**src/rtl/button_debouncer_if.sv**
```systemverilog
// Button bus between the raw push-button pins and the debouncer.
// The master drives the raw inputs; the slave returns the debounced level and the press pulse.
interface button_debouncer_if #(
  parameter int N_BTN = 3
);
  logic [N_BTN-1:0] btn_in;
  logic [N_BTN-1:0] btn_level;
  logic [N_BTN-1:0] btn_pulse;

  modport master (output btn_in, input btn_level, input btn_pulse);
  modport slave  (input btn_in, output btn_level, output btn_pulse);
endinterface

```
**src/rtl/button_debouncer.sv**
```systemverilog
// Per-channel push-button conditioner: 2-FF synchroniser, stability counter, debounced level, press pulse.
// Optional auto-repeat of the press pulse while held is enabled with `define DEBOUNCER_REPEAT_EN.
module button_debouncer #(
  parameter int N_BTN           = 3,
  parameter int DEBOUNCE_CYCLES = 4,
  parameter int REPEAT_DELAY    = 16,
  parameter int REPEAT_PERIOD   = 8
) (
  input  logic               clk,
  input  logic               clr_n,
  button_debouncer_if.slave  bus
);

  localparam int            CW       = $clog2(DEBOUNCE_CYCLES + 1);
  localparam logic [CW-1:0] CNT_LAST = CW'(DEBOUNCE_CYCLES - 1);

  if (DEBOUNCE_CYCLES < 1 || REPEAT_DELAY < 1 || REPEAT_PERIOD < 1) begin : g_bad_param
    $error("button_debouncer: DEBOUNCE_CYCLES, REPEAT_DELAY and REPEAT_PERIOD must be >= 1");
  end

  logic [N_BTN-1:0] r_s1;
  logic [N_BTN-1:0] r_s2;
  logic [N_BTN-1:0] r_level;
  logic [N_BTN-1:0] r_pulse;
  logic [CW-1:0]    r_cnt     [N_BTN];
  logic [CW-1:0]    w_cnt_nxt [N_BTN];
  logic [N_BTN-1:0] w_level_nxt;
  logic [N_BTN-1:0] w_rise;
  logic [N_BTN-1:0] w_rpt;

  always_ff @(posedge clk or negedge clr_n) begin
    if (!clr_n) begin
      r_s1 <= '0;
      r_s2 <= '0;
    end else begin
      r_s1 <= bus.btn_in;
      r_s2 <= r_s1;
    end
  end

  // Any cycle where s2 agrees with the level wipes the count, so bounces earn no partial credit.
  always_comb begin
    w_level_nxt = r_level;
    for (int i = 0; i < N_BTN; i++) begin
      w_cnt_nxt[i] = '0;
      if (r_s2[i] != r_level[i]) begin
        if (r_cnt[i] == CNT_LAST) w_level_nxt[i] = r_s2[i];
        else                      w_cnt_nxt[i]   = r_cnt[i] + CW'(1);
      end
    end
  end

  assign w_rise = w_level_nxt & ~r_level;

  always_ff @(posedge clk or negedge clr_n) begin
    if (!clr_n) begin
      r_level <= '0;
      r_pulse <= '0;
      for (int i = 0; i < N_BTN; i++) r_cnt[i] <= '0;
    end else begin
      r_level <= w_level_nxt;
      r_pulse <= w_rise | w_rpt;
      for (int i = 0; i < N_BTN; i++) r_cnt[i] <= w_cnt_nxt[i];
    end
  end

`ifdef DEBOUNCER_REPEAT_EN
  localparam int            RMAX     = (REPEAT_DELAY > REPEAT_PERIOD) ? REPEAT_DELAY : REPEAT_PERIOD;
  localparam int            RW       = $clog2(RMAX + 1);
  localparam logic [RW-1:0] DLY_LAST = RW'(REPEAT_DELAY - 1);
  localparam logic [RW-1:0] PER_LAST = RW'(REPEAT_PERIOD - 1);

  logic [RW-1:0]    r_rpt [N_BTN];
  logic [N_BTN-1:0] r_rph;

  // r_rph selects the first (delay) interval versus the steady repeat period; a falling level wins.
  always_comb begin
    w_rpt = '0;
    for (int i = 0; i < N_BTN; i++) begin
      w_rpt[i] = r_level[i] & w_level_nxt[i] &
                 (r_rpt[i] == (r_rph[i] ? PER_LAST : DLY_LAST));
    end
  end

  always_ff @(posedge clk or negedge clr_n) begin
    if (!clr_n) begin
      r_rph <= '0;
      for (int i = 0; i < N_BTN; i++) r_rpt[i] <= '0;
    end else begin
      for (int i = 0; i < N_BTN; i++) begin
        if (!r_level[i]) begin
          r_rpt[i] <= '0;
          r_rph[i] <= 1'b0;
        end else if (w_rpt[i]) begin
          r_rpt[i] <= '0;
          r_rph[i] <= 1'b1;
        end else begin
          r_rpt[i] <= r_rpt[i] + RW'(1);
        end
      end
    end
  end
`else
  assign w_rpt = '0;
`endif

  assign bus.btn_level = r_level;
  assign bus.btn_pulse = r_pulse;

endmodule

```
**src/flat_wrapper.sv**
```systemverilog
// flat-port wrapper written by rule: the top's interface ports become plain ports
module button_debouncer_flat 
#(
  parameter int N_BTN           = 3,
  parameter int DEBOUNCE_CYCLES = 4,
  parameter int REPEAT_DELAY    = 16,
  parameter int REPEAT_PERIOD   = 8
)
  (clk, clr_n, bus_btn_in, bus_btn_level, bus_btn_pulse);
  button_debouncer_if #(.N_BTN(N_BTN)) bus_i ();
  input  logic clk;
  input  logic clr_n;
  input wire logic [$bits(bus_i.btn_in)-1:0] bus_btn_in;
  output wire logic [$bits(bus_i.btn_level)-1:0] bus_btn_level;
  output wire logic [$bits(bus_i.btn_pulse)-1:0] bus_btn_pulse;
  assign bus_i.btn_in = bus_btn_in;
  assign bus_btn_level = bus_i.btn_level;
  assign bus_btn_pulse = bus_i.btn_pulse;
  button_debouncer #(.N_BTN(N_BTN), .DEBOUNCE_CYCLES(DEBOUNCE_CYCLES), .REPEAT_DELAY(REPEAT_DELAY), .REPEAT_PERIOD(REPEAT_PERIOD)) u_core (.clk(clk), .clr_n(clr_n), .bus(bus_i));
endmodule
```
**config.mk**
```make
export PLATFORM = sky130hd
export DESIGN_NAME = button_debouncer_flat
export DESIGN_NICKNAME = d
export VERILOG_FILES = /design/src/rtl/button_debouncer_if.sv /design/src/rtl/button_debouncer.sv /design/src/flat_wrapper.sv
export SDC_FILE = /design/constraint.sdc
export NUM_CORES = 1
export LEC_CHECK = 0
export ABC_AREA = 1
export CAP_MARGIN = 20
export CORE_MARGIN = 2
export CORE_UTILIZATION = 45
export CTS_CLUSTER_DIAMETER = 50
export DETAILED_ROUTE_END_ITERATION = 8
export PLACE_DENSITY = 0.79
export SLEW_MARGIN = 25
export SYNTH_ARGS = -nofsm -noshare
export SYNTH_HDL_FRONTEND = slang
export SYNTH_SLANG_ARGS = --single-unit
export TNS_END_PERCENT = 5
```
**constraint.sdc**
```tcl
create_clock -name clk -period 0.8 [get_ports clk]
set_input_delay 0.16 -clock clk [delete_from_list [all_inputs] [get_ports clk]]
set_output_delay 0.16 -clock clk [all_outputs]
set_load 0.1 [all_outputs]
```
==> results of run 1 <==
-- final timing paths --
kind	start	to	slack [ns]	cells past startpoint
min reg2reg	u_core.r_s1[2]	u_core.r_s2[2]	0.36	0
max	u_core.bus.btn_level[0]	bus_btn_level[0]	-0.34	1
min in group clk	bus_btn_in[1]	u_core.r_s1[1]	0.29	1
max in group asynchronous	clr_n	u_core.bus.btn_level[0]	0.46	2
max reg2reg	u_core.bus.btn_level[1]	u_core.r_cnt[5]	-0.26	5
min	clr_n	u_core.bus.btn_level[1]	0.19	2
-- cells by family after synthesis --
logic type	count (synthesis)	synth area share, %
adder cells (fa/ha/maj)	3	4.78
buffers and inverters	17	8.12
AND/OR/NAND/NOR	40	20.2
flip-flops	21	66.9
-- state kept, by name (all words and copies together), names as in the netlist --
signal and cells:
u_core.bus.btn_level 3, u_core.r_cnt 9, u_core.r_s1 3, u_core.r_s2 3, u_core.bus.btn_pulse 3
-- layer usage --
layer	track usage (%)	routed length, um
met2	24.8	608
met5	0	0
met3	1.59	37
met4	6.86	19
met1	14.9	498
-- layout make-up --
class / instances / area (um^2) / area share, %
timing repair buffer: 15 / 218 / 19.7
tap: 17 / 21.3 / 1.92
multi-input combinational: 43 / 236 / 21.4
inverter: 17 / 63.8 / 5.77
clock buffer: 4 / 26.3 / 2.38
sequential: 21 / 541 / 48.9
-- per-stage QoR --
step	setup TNS, ns	instance area (um^2)	power, mW
2_1_floorplan	-1.75	801	2.54
3_3_place_gp	-0.874	1000	3.04
3_5_place_dp	-1.22	1000	3.11
4_1_cts	-3.33	1090	3.80
5_1_grt	-4.59	1110	4.05
6_report	-3.81	1110	3.82
-- timing repair --
| action | 4_1_cts | 5_1_grt |
|---|---|---|
| cloned | 0 | 0 |
| setup endpoints to repair | 21 | 21 |
| gates resized for setup | 11 | 2 |
| pin swaps | 4 | 0 |
| buffers inserted | 3 | 1 |
-- cells in the final DEF, fill, tap and decap left out, drive strengths merged --
cell / count
buf: 11
clkbuf: 4
clkdlybuf4s50: 4
dfrtp: 21
ha: 3
inv: 17
nand2: 25
nand3: 3
nor2: 12
-- power groups by stage --
| stage | combinational, mW | clock [mW] | sequential (mW) |
|---|---|---|---|
| 2_1_floorplan | 0.462 | 0 | 2.08 |
| 3_3_place_gp | 1.50 | 0 | 1.54 |
| 3_5_place_dp | 1.55 | 0 | 1.57 |
| 4_1_cts | 1.79 | 0.498 | 1.51 |
| 5_1_grt | 1.99 | 0.532 | 1.54 |
| 6_report | 1.83 | 0.487 | 1.51 |
==> metrics.log, run 1 <==
INFO  metric run_status = finished with violations
INFO  metric failed_checks = setup timing
INFO  metric power.internal = 2.26 mW
INFO  metric htreeDepth = 1
INFO  metric final.fill_count = between 100 and 150
INFO  metric min_period_over_period = 142%
INFO  metric drc = 0
INFO  metric critical_path_peak_fanout = 2
INFO  metric max_cap_viol_count = 0
INFO  metric synth.area.top_cells = dfrtp_1 (67%), nand2_1 (11%), inv_1 (8.1%)
INFO  metric power_dens_cells = 3450 mW/mm^2
INFO  metric endpoint_kind = output port
INFO  metric yosysTopAreaCellShare = ~67%
INFO  metric crit_slowest_cell = dfrtp_4
INFO  metric path_delay_family = flip-flops
INFO  metric route.final.wire_length = roughly 1.2 mm
INFO  metric synthMostInstantiatedCell = nand2_1
INFO  metric grt_start_max_net_pins = 22
INFO  metric clock_power_share = about an eighth
INFO  metric timing.fmax = between 800 and 900 MHz
INFO  metric slew_headroom = about nine tenths
INFO  metric grt_pass1_vias = 505
INFO  metric groute.usage.overall = 13.4%
INFO  metric final_core_util = between 60% and 70%
INFO  metric criticalPathCategory = reg -> out
INFO  metric number_of_nets_in_the_synthesized_netlist = 89
INFO  metric die_y = ~46 um
INFO  metric post_layout_nonfiller_instances = roughly 120
INFO  metric synth_edf_count = 0
INFO  metric setup-violations-final = 21
INFO  metric worst_ir_drop_vdd = between 1500 and 2000 uV
INFO  metric yosysTopAreaCell = dfrtp_1
INFO  metric cts_tree = built
INFO  metric worst_ep_arrival_time = 0.98 ns
INFO  metric antennaDiodeCount = 0
INFO  metric synth_cells = about 80
INFO  metric post-route-min-period = about 1.1 ns
INFO  metric areaGrowthSynthToFinish = 40.8%
INFO  metric drt_wl_cell = about 9.9 um
INFO  metric gp_congestion = around 0.74
INFO  metric switching_share = 40.8%
INFO  metric grt_overflow_total = 0
INFO  metric syn_avg_cell_area = 9.70 um^2
INFO  metric final_critical_path_setup_slack = -0.335 ns
INFO  metric cp_num_buf_inv = 1
INFO  metric drtAntennaViolNets = 0
INFO  metric coreArea = 0.00169 mm^2
INFO  metric placed_cells = approximately 110
INFO  metric unrepaired_setup_endpoints_after_global_routing = yes
INFO  metric power_switching = between 1.5 and 2 mW
INFO  metric drt_first_iter_violations = 6
INFO  metric port-buffer-count = 10
INFO  metric fp-row-count = 15
INFO  metric synth.distinct_cells = 7
INFO  metric yosys_warnings = 0
INFO  metric detailedRoute.firstPassIterationCount = 4
INFO  metric synth-seq-area-share = approximately two thirds
INFO  metric synth_area = 786 um^2
INFO  metric dp_hpwl = approximately 800 um
INFO  metric initial_utilization = 46.5%
INFO  metric final_skew = roughly 0.0054 ns
INFO  metric route.detailed.vias_per_inst = approximately 4.5
INFO  metric worstHoldPathType = in -> async
INFO  metric critical_path.startpoint_type = flop
INFO  metric cts_made_buffers = 3
INFO  metric worst_hold_slack = 0.192 ns
INFO  metric cts.sink_count = 21
INFO  metric cpPeakStageDelay = between 0.5 and 0.6 ns
INFO  metric power.share.sequential = slightly below 40%
INFO  metric synth_top_cells_by_count = nand2_1 (23), dfrtp_1 (21), inv_1 (17), nor2_1 (12)
INFO  metric number_of_antenna_violations_at_the_first_check_in_global_routing = 0
INFO  metric floorplan.die_area = between 0.002 and 0.0025 mm^2
INFO  metric num_vias = ~520
INFO  metric pin_count = 11
INFO  metric report.final.slew_viol_count = 0
INFO  metric grt_first_pass_wirelength = approximately 2 mm
INFO  metric worstMarginPinSlew = between 0.15 and 0.2 ns
INFO  metric required = 0.64 ns
INFO  metric cell_chain_of_the_critical_path = buf_12
INFO  metric clock_insertion_delay_worst_skew = approximately 0.29 ns
INFO  metric pwr-share-comb = ~48%
INFO  metric post_route_cells_drive_above_1_share = about a third
INFO  metric cts_root_buf = clkbuf_4
INFO  metric asyncSetResetFlopFracSynth = 100%
INFO  metric dpl_worst_slack = -0.129 ns
INFO  metric cts.path.max_buffers = 2
INFO  metric final-hold-violation-count = 0
INFO  metric synth-seq-cells = 21
INFO  metric final_nets = 109
INFO  metric synth_ff_type = dfrtp_1
INFO  metric cell_leakage_power = between 0.5 and 0.6 nW
INFO  metric cts_hold_repair.buffers = 0
INFO  metric die_w = roughly 46 um
INFO  metric worst_setup_hold_path_clk_slew = 0.11 ns
Power figures use the tool's default switching activity.
==> inputs of run 2 (changes only) <==
--- a/config.mk
+++ b/config.mk
@@ -12,7 +12,7 @@
 export CTS_CLUSTER_DIAMETER = 50
 export DETAILED_ROUTE_END_ITERATION = 8
 export PLACE_DENSITY = 0.79
-export SLEW_MARGIN = 25
+export SLEW_MARGIN = 20
 export SYNTH_ARGS = -nofsm -noshare
 export SYNTH_HDL_FRONTEND = slang
 export SYNTH_SLANG_ARGS = --single-unit
==> results of run 2 <==
Same layout as run 1: the final DEF is identical, and so are final timing and power.
